## src/rtl/rsmp_pkg.sv

```systemverilog
// Shared types and constants for the rejection sampler controller.
package rsmp_pkg;

  typedef enum logic [2:0] {
    IDLE,
    FILL,
    EVAL,
    OUTPUT,
    DONE
  } state_e;

  localparam logic [63:0] PRNG_DEFAULT_SEED = 64'h9E37_79B9_7F4A_7C15;

  function automatic int fill_cycles(input int cand_w);
    return (cand_w + 31) / 32;
  endfunction

endpackage

```

## src/rtl/rejection_sampler_ctrl_if.sv

```systemverilog
// Accepted-sample valid/ready stream.
interface rejection_sampler_ctrl_if #(
  parameter int CAND_W = 551
);

  logic              smp_valid;
  logic              smp_ready;
  logic [CAND_W-1:0] smp_data;

  modport master (
    output smp_valid,
    output smp_data,
    input  smp_ready
  );

  modport slave (
    input  smp_valid,
    input  smp_data,
    output smp_ready
  );

endinterface

```

## src/rtl/rsmp_xorshift64.sv

```systemverilog
// xorshift64 generator; load has priority over step, zero seed is remapped.
module rsmp_xorshift64
  import rsmp_pkg::*;
(
  input  logic        clk,
  input  logic        rst,
  input  logic        load,
  input  logic [63:0] seed,
  input  logic        step,
  output logic [63:0] rnd
);

  logic [63:0] x_q;
  logic [63:0] x_d;
  logic [63:0] s0;
  logic [63:0] s1;
  logic [63:0] s2;

  always_comb begin
    s0  = x_q ^ (x_q << 13);
    s1  = s0 ^ (s0 >> 7);
    s2  = s1 ^ (s1 << 17);
    x_d = x_q;
    if (load) begin
      // an all-zero state would lock the generator at zero
      x_d = (seed == '0) ? PRNG_DEFAULT_SEED : seed;
    end else if (step) begin
      x_d = s2;
    end
  end

  always_ff @(posedge clk) begin
    if (rst) begin
      x_q <= PRNG_DEFAULT_SEED;
    end else begin
      x_q <= x_d;
    end
  end

  assign rnd = x_q;

endmodule

```

## src/rtl/rejection_sampler_ctrl.sv

```systemverilog
// Builds random candidates, evaluates them on the external checker and
// streams the accepted ones with run statistics.
module rejection_sampler_ctrl
  import rsmp_pkg::*;
#(
  parameter int CAND_W    = 551,
  parameter int CHK_LAT   = 1,
  parameter int MAX_TRIES = 65536,
  parameter int CNT_W     = 32
) (
  input  logic              clk,
  input  logic              rst,
  input  logic              start,
  input  logic [63:0]       seed,
  input  logic [15:0]       num_samples,
  output logic [CAND_W-1:0] cand_o,
  input  logic              chk_x_i,
  rejection_sampler_ctrl_if.master smp,
  output logic              busy,
  output logic              done,
  output logic              timeout,
  output logic [CNT_W-1:0]  accept_cnt,
  output logic [CNT_W-1:0]  reject_cnt
);

  localparam int FILL_CYC = fill_cycles(CAND_W);
  localparam int FC_W     = $clog2(FILL_CYC + 1);
  localparam int LAT_W    = $clog2(CHK_LAT + 1);
  localparam int TRY_W    = $clog2(MAX_TRIES + 1);

  state_e            state_q, state_d;
  logic [CAND_W-1:0] fill_q, fill_d, fill_nxt;
  logic [FC_W-1:0]   fcnt_q, fcnt_d;
  logic [LAT_W-1:0]  lat_q, lat_d;
  logic [TRY_W-1:0]  try_q, try_d;
  logic [15:0]       num_q, num_d;
  logic [CAND_W-1:0] cand_q, cand_d;
  logic [CAND_W-1:0] data_q, data_d;
  logic              tout_q, tout_d;
  logic [CNT_W-1:0]  acc_q, acc_d, acc_nxt;
  logic [CNT_W-1:0]  rej_q, rej_d;

  logic        fill_last;
  logic        eval_last;
  logic        try_hit;
  logic        acc_hit;
  logic        hs;
  logic        prng_load;
  logic        prng_step;
  logic        valid_o;
  logic [63:0] rnd;
  logic        unused_rnd_hi;

  function automatic logic [CNT_W-1:0] sat_inc(
    input logic [CNT_W-1:0] v
  );
    return (&v) ? v : v + CNT_W'(1);
  endfunction

  rsmp_xorshift64 u_prng (
    .clk  (clk),
    .rst  (rst),
    .load (prng_load),
    .seed (seed),
    .step (prng_step),
    .rnd  (rnd)
  );

  assign unused_rnd_hi = ^rnd[63:32];

  assign fill_nxt  = CAND_W'({fill_q, rnd[31:0]});
  assign fill_last = (fcnt_q == FC_W'(FILL_CYC - 1));
  assign eval_last = (lat_q == LAT_W'(CHK_LAT - 1));
  assign try_hit   = (try_q == TRY_W'(MAX_TRIES - 1));
  assign acc_nxt   = sat_inc(acc_q);
  assign acc_hit   = (acc_nxt == CNT_W'(num_q));
  assign hs        = (state_q == OUTPUT) && smp.smp_ready;

  always_ff @(posedge clk) begin
    if (rst) begin
      state_q <= IDLE;
    end else begin
      state_q <= state_d;
    end
  end

  always_comb begin
    state_d = state_q;
    unique case (state_q)
      IDLE, DONE: begin
        if (start) begin
          state_d = (num_samples == '0) ? DONE : FILL;
        end
      end
      FILL: begin
        if (fill_last) state_d = EVAL;
      end
      EVAL: begin
        if (eval_last) begin
          if (chk_x_i)      state_d = OUTPUT;
          else if (try_hit) state_d = DONE;
          else              state_d = FILL;
        end
      end
      OUTPUT: begin
        if (hs) state_d = acc_hit ? DONE : FILL;
      end
      default: state_d = IDLE;
    endcase
  end

  always_comb begin
    busy    = 1'b0;
    done    = 1'b0;
    valid_o = 1'b0;
    unique case (state_q)
      FILL, EVAL: busy = 1'b1;
      OUTPUT: begin
        busy    = 1'b1;
        valid_o = 1'b1;
      end
      DONE:    done = 1'b1;
      default: ;
    endcase
  end

  always_comb begin
    fill_d    = fill_q;
    fcnt_d    = fcnt_q;
    lat_d     = lat_q;
    try_d     = try_q;
    num_d     = num_q;
    cand_d    = cand_q;
    data_d    = data_q;
    tout_d    = tout_q;
    acc_d     = acc_q;
    rej_d     = rej_q;
    prng_load = 1'b0;
    prng_step = 1'b0;
    unique case (state_q)
      IDLE, DONE: begin
        if (start) begin
          prng_load = 1'b1;
          num_d     = num_samples;
          tout_d    = 1'b0;
          acc_d     = '0;
          rej_d     = '0;
          try_d     = '0;
          fcnt_d    = '0;
        end
      end
      FILL: begin
        prng_step = 1'b1;
        fill_d    = fill_nxt;
        fcnt_d    = fcnt_q + FC_W'(1);
        if (fill_last) begin
          // checker input only moves here, so EVAL sees a stable vector
          cand_d = fill_nxt;
          fcnt_d = '0;
          lat_d  = '0;
        end
      end
      EVAL: begin
        lat_d = lat_q + LAT_W'(1);
        if (eval_last) begin
          if (chk_x_i) begin
            data_d = cand_q;
          end else begin
            rej_d = sat_inc(rej_q);
            try_d = try_q + TRY_W'(1);
            if (try_hit) tout_d = 1'b1;
          end
        end
      end
      OUTPUT: begin
        if (hs) begin
          acc_d = acc_nxt;
          try_d = '0;
        end
      end
      default: ;
    endcase
  end

  always_ff @(posedge clk) begin
    if (rst) begin
      fill_q <= '0;
      fcnt_q <= '0;
      lat_q  <= '0;
      try_q  <= '0;
      num_q  <= '0;
      cand_q <= '0;
      data_q <= '0;
      tout_q <= 1'b0;
      acc_q  <= '0;
      rej_q  <= '0;
    end else begin
      fill_q <= fill_d;
      fcnt_q <= fcnt_d;
      lat_q  <= lat_d;
      try_q  <= try_d;
      num_q  <= num_d;
      cand_q <= cand_d;
      data_q <= data_d;
      tout_q <= tout_d;
      acc_q  <= acc_d;
      rej_q  <= rej_d;
    end
  end

  assign cand_o        = cand_q;
  assign smp.smp_valid = valid_o;
  assign smp.smp_data  = data_q;
  assign timeout       = tout_q;
  assign accept_cnt    = acc_q;
  assign reject_cnt    = rej_q;

endmodule

```

## src/flat_wrapper.sv

```systemverilog
// flat-port wrapper written by rule: the top's interface ports become plain ports
module rejection_sampler_ctrl_flat import rsmp_pkg::*;
#(
  parameter int CAND_W    = 551,
  parameter int CHK_LAT   = 1,
  parameter int MAX_TRIES = 65536,
  parameter int CNT_W     = 32
)
  (clk, rst, start, seed, num_samples, cand_o, chk_x_i, busy, done, timeout, accept_cnt, reject_cnt, smp_smp_valid, smp_smp_data, smp_smp_ready);
  rejection_sampler_ctrl_if #(.CAND_W(CAND_W)) smp_i ();
  input  logic clk;
  input  logic rst;
  input  logic start;
  input  logic [63:0] seed;
  input  logic [15:0] num_samples;
  output logic [CAND_W-1:0] cand_o;
  input  logic chk_x_i;
  output logic busy;
  output logic done;
  output logic timeout;
  output logic [CNT_W-1:0] accept_cnt;
  output logic [CNT_W-1:0] reject_cnt;
  output wire logic [$bits(smp_i.smp_valid)-1:0] smp_smp_valid;
  output wire logic [$bits(smp_i.smp_data)-1:0] smp_smp_data;
  input wire logic [$bits(smp_i.smp_ready)-1:0] smp_smp_ready;
  assign smp_smp_valid = smp_i.smp_valid;
  assign smp_smp_data = smp_i.smp_data;
  assign smp_i.smp_ready = smp_smp_ready;
  rejection_sampler_ctrl #(.CAND_W(CAND_W), .CHK_LAT(CHK_LAT), .MAX_TRIES(MAX_TRIES), .CNT_W(CNT_W)) u_core (.clk(clk), .rst(rst), .start(start), .seed(seed), .num_samples(num_samples), .cand_o(cand_o), .chk_x_i(chk_x_i), .smp(smp_i), .busy(busy), .done(done), .timeout(timeout), .accept_cnt(accept_cnt), .reject_cnt(reject_cnt));
endmodule
```

## config.mk

```make
export PLATFORM = sky130hd
export DESIGN_NAME = rejection_sampler_ctrl_flat
export DESIGN_NICKNAME = d
export VERILOG_FILES = /design/src/rtl/rsmp_pkg.sv /design/src/rtl/rejection_sampler_ctrl_if.sv /design/src/rtl/rsmp_xorshift64.sv /design/src/rtl/rejection_sampler_ctrl.sv /design/src/flat_wrapper.sv
export SDC_FILE = /design/constraint.sdc
export NUM_CORES = 2
export LEC_CHECK = 0
export BUFFER_PORTS_ARGS = -buffer_cell sky130_fd_sc_hd__buf_2
export CAP_MARGIN = 5
export CORE_AREA = 2 2 487 489
export CTS_BUF_LIST = sky130_fd_sc_hd__clkbuf_8
export DETAILED_ROUTE_END_ITERATION = 7
export DIE_AREA = 0 0 489 491
export PLACE_DENSITY = 0.57
export SLEW_MARGIN = 0
export SYNTH_ARGS = -nofsm -noshare
export SYNTH_HDL_FRONTEND = slang
export SYNTH_SLANG_ARGS = --single-unit
```

## constraint.sdc

```tcl
create_clock -name clk -period 3.33 [get_ports clk]
set_input_delay 0.1665 -clock clk [delete_from_list [all_inputs] [get_ports clk]]
set_output_delay 0.1665 -clock clk [all_outputs]
set_load 0.03 [all_outputs]
```

# ---- After elaboration in Yosys (flattened, before gate mapping)
# Index checks and enable logic that the tools add are counted.
dict set report totals {
  register_bits 1792
}
dict set report classes {
  n_addsub 5
  eq_ne 14
  mux 41
  bitwise_logic 4
  n_reduce_logical 24
}
# operator count
set op_table {}
lappend op_table {{32-bit 2-to-1 mux} 6}
lappend op_table {{64-bit 2-to-1 mux} 3}
lappend op_table {{32-bit case mux with 2 select lines} 2}
lappend op_table {{64-bit XOR} 2}
lappend op_table {{17-bit 2-to-1 mux} 4}
lappend op_table {{32-bit by 1-bit adder with 32-bit output, second input constant} 2}
lappend op_table {{64-bit zero test} 1}
lappend op_table {{32-bit AND reduction} 2}
lappend op_table {{64-bit by 57-bit XOR with 64-bit output} 1}
lappend op_table {{17-bit case mux with 3 select lines} 1}
lappend op_table {{32-bit by 16-bit equality test with 1-bit output} 1}
lappend op_table {{3-bit 2-to-1 mux} 8}
lappend op_table {{17-bit by 1-bit adder with 17-bit output, second input constant} 1}
lappend op_table {{17-bit by 16-bit equality test with 1-bit output, second input constant} 1}
lappend op_table {{16-bit zero test} 1}
lappend op_table {{5-bit AND reduction} 3}
lappend op_table {{3-bit case mux with 4 select lines} 1}
lappend op_table {{1-bit 2-to-1 mux} 11}
lappend op_table {{5-bit 2-to-1 mux} 2}
lappend op_table {{5-bit case mux with 2 select lines} 1}
lappend op_table {{2-bit nonzero test} 5}
lappend op_table {{2-bit inequality test, second input constant} 4}
lappend op_table {{2-bit AND reduction} 4}
lappend op_table {{3-bit by 2-bit equality test with 1-bit output, second input constant} 2}
lappend op_table {{other kinds (15)} 19}

# ---- Depth between registers and ports, before layout
dict set report depth {
  depth_word 6
  ltp_mapped 11
  mapped_depth_nobuf 11
}

# ---- Cells and area by module
# A second synthesis with hierarchy kept.
dict set report unflattened {
  hier_cells 8408
  hier_area_um2 66147.2
}
# mod n_inst cells_each area_per_inst_um2 seq_area_each_um2
set modules_own_cells {}
lappend modules_own_cells {rejection_sampler_ctrl 1 7840 60938.4 34593.2}
lappend modules_own_cells {rsmp_xorshift64 1 568 5208.7 1281.2}

# ---- Least setup slack after synthesis
# Ideal clock, no wire load.
dict set report synth_path {
  path_kind {register -> register}
  startpoint {register u_core.acc_q[5] (netlist: u_core.accept_cnt[5])}
  endpoint {register u_core.state_q[0]}
  t_arrival_ps 2655
  t_required_ps 3193
  path_slack_ps 539
  stages_incl_launch_ff 9
  n_path_buf 1
  period_less_slack_ps 2791
  cell_sequence {dfxtp_1 -> buf_2 -> nand3_1 -> or4_1 -> xnor2_1 -> or3_1 -> a32o_1 -> a2111oi_4 -> a311oi_1}
}
dict set report synth_via {
  elab_chain_len 6
}
# element line_no
set synth_lines {}
lappend synth_lines {{start: declaration} rejection_sampler_ctrl.sv:40} ;# logic [CNT_W-1:0] acc_q, acc_d, acc_nxt;
lappend synth_lines {{start signal: assignment} rejection_sampler_ctrl.sv:195} ;# acc_q <= '0;
lappend synth_lines {{start signal: assignment} rejection_sampler_ctrl.sv:206} ;# acc_q <= acc_d;
lappend synth_lines {{32-bit by 1-bit adder with 32-bit output or 32-bit AND reduction (tied branches)} rejection_sampler_ctrl.sv:57} ;# return (&v) ? v : v + CNT_W'(1);
lappend synth_lines {{32-bit 2-to-1 mux (*)} rejection_sampler_ctrl.sv:57}
lappend synth_lines {{32-bit by 16-bit equality test with 1-bit output (*)} rejection_sampler_ctrl.sv:76} ;# assign acc_hit = (acc_nxt == CNT_W'(num_q));
lappend synth_lines {{3-bit 2-to-1 mux (*) (2 in a row)} rejection_sampler_ctrl.sv:106} ;# if (hs) state_d = acc_hit ? DONE : FILL;
lappend synth_lines {{3-bit case mux with 4 select lines (*)} rejection_sampler_ctrl.sv:89} ;# unique case (state_q)
lappend synth_lines {{end signal: assignment} rejection_sampler_ctrl.sv:83} ;# state_q <= state_d;
lappend synth_lines {{end: declaration} rejection_sampler_ctrl.sv:31} ;# state_e state_q, state_d;
# Every way passes the cells marked *; elsewhere a longest branch is shown, timed or not. The select of a mux whose other input is x is not followed.
# A chain may end at the register's enable or synchronous reset.

# ---- Worst setup path in the final report
dict set report layout_path {
  startpoint {register u_core.u_prng.x_q[19] (netlist: u_core.u_prng.rnd[19])}
  endpoint {register u_core.u_prng.x_q[29] (netlist: u_core.u_prng.rnd[29])}
}
dict set report layout_via {
  elab_chain_len 5
}
# element line_no
set layout_lines {}
lappend layout_lines {{start: declaration} rsmp_xorshift64.sv:13} ;# logic [63:0] x_q;
lappend layout_lines {{start signal: assignment} rsmp_xorshift64.sv:34} ;# x_q <= PRNG_DEFAULT_SEED;
lappend layout_lines {{start signal: assignment} rsmp_xorshift64.sv:36} ;# x_q <= x_d;
lappend layout_lines {{64-bit XOR} rsmp_xorshift64.sv:20} ;# s0 = x_q ^ (x_q << 13);
lappend layout_lines {{64-bit by 57-bit XOR with 64-bit output} rsmp_xorshift64.sv:21} ;# s1 = s0 ^ (s0 >> 7);
lappend layout_lines {{64-bit XOR} rsmp_xorshift64.sv:22} ;# s2 = s1 ^ (s1 << 17);
lappend layout_lines {{64-bit 2-to-1 mux} rsmp_xorshift64.sv:27} ;# end else if (step) begin
lappend layout_lines {{64-bit 2-to-1 mux} rsmp_xorshift64.sv:24} ;# if (load) begin
# No other way between the ends. The select of a mux whose other input is x is not followed.

==> impl_metrics.ini <==
[setup_path]
timing.critical_path.buf_inv = 2
critPathArrivalTime_ns = 4.11
critPathMaxStageDelay_ns = 0.79
cp_cell_sequence = xnor2_1 -> xor2_1 -> xor2_1 -> o21ai_0 -> o21ai_0 -> dlygate4sd3_1 -> nand2_1 -> dlygate4sd3_1
critical_path_class = reg -> reg
worstSetupStartpointType = flop
worst-path-max-fanout = 7
cp_slowest_cell = dfxtp_1
cp_top_family = buffers and inverters
required_ns = 4.22
crit_path_end_kind = flop

[pwr]
pwr-share-comb = 0.198
clock_power_share = 0.379
p_seq_frac = 0.422
powerDensity_nw_per_um2 = 657
p_leak_uw = 0.0320
p_sw_uw = 17600
power.internal_uw = 37400
p_sw_frac = 0.320
ir_worst_vdd_mv = 0.509

[route]
detailedRoute.firstIterationViolations = 5339
drc_errors = 0
wl_per_cell_um = 22.7
ant_nets = 0
via_per_inst = 4.86
wl_mm = 297
drt-pass1-iter-count = 6
vias = 63700

[timing]
finalCriticalPeriod_ns = 3.22
slew_headroom = 0.0900
finalClockSkew_ns = 0.101
rsz0062_at_grt = no
worst_slack_ns = 0.111
fmax_mhz = 311
finalHoldViolations = 0
setup_viol = 0
period_share = 0.967
tightest_slew_ns = 1.35
hold-worst-slack_ns = 0.160
tns_ns = 0
maxSlewViolCount = 0

[cells_and_area]
fill_cells = 24800
multi_input_area_um2 = 27100
fin_nets = 9821
layout_common_cells = nand2_1 (3351), dfxtp_1 (1791), a21oi_1 (1721), buf_2 (1253), clkbuf_8 (407)
layout-drive-gt1-share = 0.196
final_common_cell = nand2_1
instances_no_fill = 13100
ff_latch_area_um2 = 35900
syn_to_final_growth_pct = 27.8

[synth]
synthArstFlopShare = 0
yosys.area.top_type = dfxtp_1
syn_area_um2 = 65500
synth_flop_cell = dfxtp_1
synth.top_cell.area_share = 0.547
synthCells = 8404
synth_nets = 8495
synth.yosys.warnings = 0
synth-edff-count = 0
synth_area_per_cell_um2 = 7.80
ys_types = 68
ys_ff_latch = 1792
yosysSeqAreaShare = 0.547
synth.area.top_cells = dfxtp_1 (55%), nand2_1 (19%), a21oi_1 (13%)

[floorplan]
start_util = 0.279
fp.dieH_um = 491
die_w_um = 489
num_rows = 178
fp.dieArea_um2 = 240000
io_pins = 1255
coreArea_um2 = 235000

[clock_tree]
cts_tree = done
htree_num_levels = 5
cts-buffers-inserted = 326
clkTransAtPathRegs_ns = 0.06
clock_latency_ns = 1.08
cts.sinks = 1792
root_buffer = clkbuf_8
clock_path_buffers = 4

[global_routing]
grt_usage = 0.235
grt_max_degree = 198
grt_overflow = 0
grt_pass1_wl_mm = 419
grt_pass1_vias = 60200
antenna_found_initial = 6

[place]
place.gp.congestion = 0.938
place_ws_ns = 0.277
dp_cells = 12300
portBuffers = 1254
dp_hpwl_mm = 218

[outcome]
outcome = finished clean

[worst_hold_path]
hp-class = in -> reg

[job]
drv_cap = 0
-- cell usage after synthesis (14+ instances only) --
| library cell | n |
|---|---|
| nand2_1 | 3352 |
| dfxtp_1 | 1792 |
| a21oi_1 | 1721 |
| clkbuf_1 | 547 |
| nor2_1 | 169 |
| xnor2_1 | 165 |
| buf_2 | 91 |
| xor2_1 | 90 |
| o21ai_0 | 79 |
| nor3_1 | 56 |
| nand3_1 | 40 |
| nor4_1 | 36 |
| nand4_1 | 24 |
| or2_2 | 22 |
| or3_1 | 19 |
| a311oi_1 | 16 |
| and3_1 | 14 |
| inv_1 | 14 |
-- per-stage QoR --
| stage | cell area (µm²) | util | total power [µW] |
|---|---|---|---|
| finish | 83800 | 0.357 | 55000 |
| global route | 83800 | 0.357 | 57300 |
| CTS | 83700 | 0.357 | 55400 |
| detailed placement | 75300 | 0.321 | 33900 |
| global placement | 75300 | 0.321 | 33800 |
| floorplan | 65500 | - | 30400 |
-- worst min-delay path: stages --
cell and delay (ns):
dlygate4sd3_1 0.54, buf_2 0.13, nor3_1 0.08, a21oi_1 0.11, or2_2 0.11
-- layout make-up --
cell class / instances / share of cell area
multi-input cells: 5946 / 0.323
inverters: 14 / 0.000627
clock inverters: 141 / 0.00954
well taps: 3150 / 0.0470
repair buffers: 1650 / 0.124
clock buffers: 407 / 0.0668
diodes: 3 / 0.0000896
flip-flops and latches: 1792 / 0.428
-- routing by layer --
| metal | share of wire | vias up | track usage |
|---|---|---|---|
| met3 | 0.082 | 614 | 0.0669 |
| met1 | 0.40 | 30600 | 0.281 |
| li1 | - | 30000 | - |
| met2 | 0.46 | 2471 | 0.376 |
| met5 | 0.00011 | - | 0 |
| met4 | 0.063 | 6 | 0.136 |
-- registers in the layout, summed over array words and instances (netlist names), 3 cells and up --
name                 flops
u_core.fill_q          519
u_core.cand_o          551
u_core.reject_cnt       32
u_core.accept_cnt       32
u_core.u_prng.rnd       64
u_core.try_q            17
u_core.num_q            16
u_core.smp.smp_data    551
u_core.state_q           3
u_core.fcnt_q            5
-- final timing paths --
path	end	from	slack (ns)	cells past startpoint
setup / recovery	u_core.u_prng.rnd[29]$_SDFFE_PP1P_	u_core.u_prng.rnd[19]$_SDFFE_PP1P_	0.11	8
hold / removal	u_core.u_prng.rnd[52]$_SDFFE_PP1P_	seed[52]	0.16	5
setup reg to reg	u_core.u_prng.rnd[29]$_SDFFE_PP1P_	u_core.u_prng.rnd[19]$_SDFFE_PP1P_	0.11	8
hold reg to reg	u_core.cand_o[81]$_SDFFE_PP0P_	u_core.fill_q[49]$_SDFFE_PP0P_	0.40	2
-- power groups by stage --
| stage | registers (µW) | clock network (µW) | logic, µW |
|---|---|---|---|
| after floorplan | 22900 | 0 | 7540 |
| after global placement | 23600 | 0 | 10200 |
| after detailed placement | 23600 | 0 | 10200 |
| after CTS | 23200 | 21400 | 10800 |
| after global routing | 23200 | 22400 | 11700 |
| final | 23200 | 20900 | 10900 |
-- kinds of logic after synthesis --
family,after synthesis,share of synthesized area
fa+ha+maj,6,0.00115
buf+inv,666,0.0401
compound gates,1888,0.149
flops,1792,0.547
simple gates,3795,0.228
mux,2,0.000305
xor+xnor,255,0.0341
-- repair_timing --
item                                     CTS  global route
hold buffers                             209             0
buffers inserted                           0             2
endpoints found under the setup margin     0            14
hold endpoints to repair                1094             0
gates resized for setup                    0             5
No activity file was read; power rests on OpenSTA's default activity.
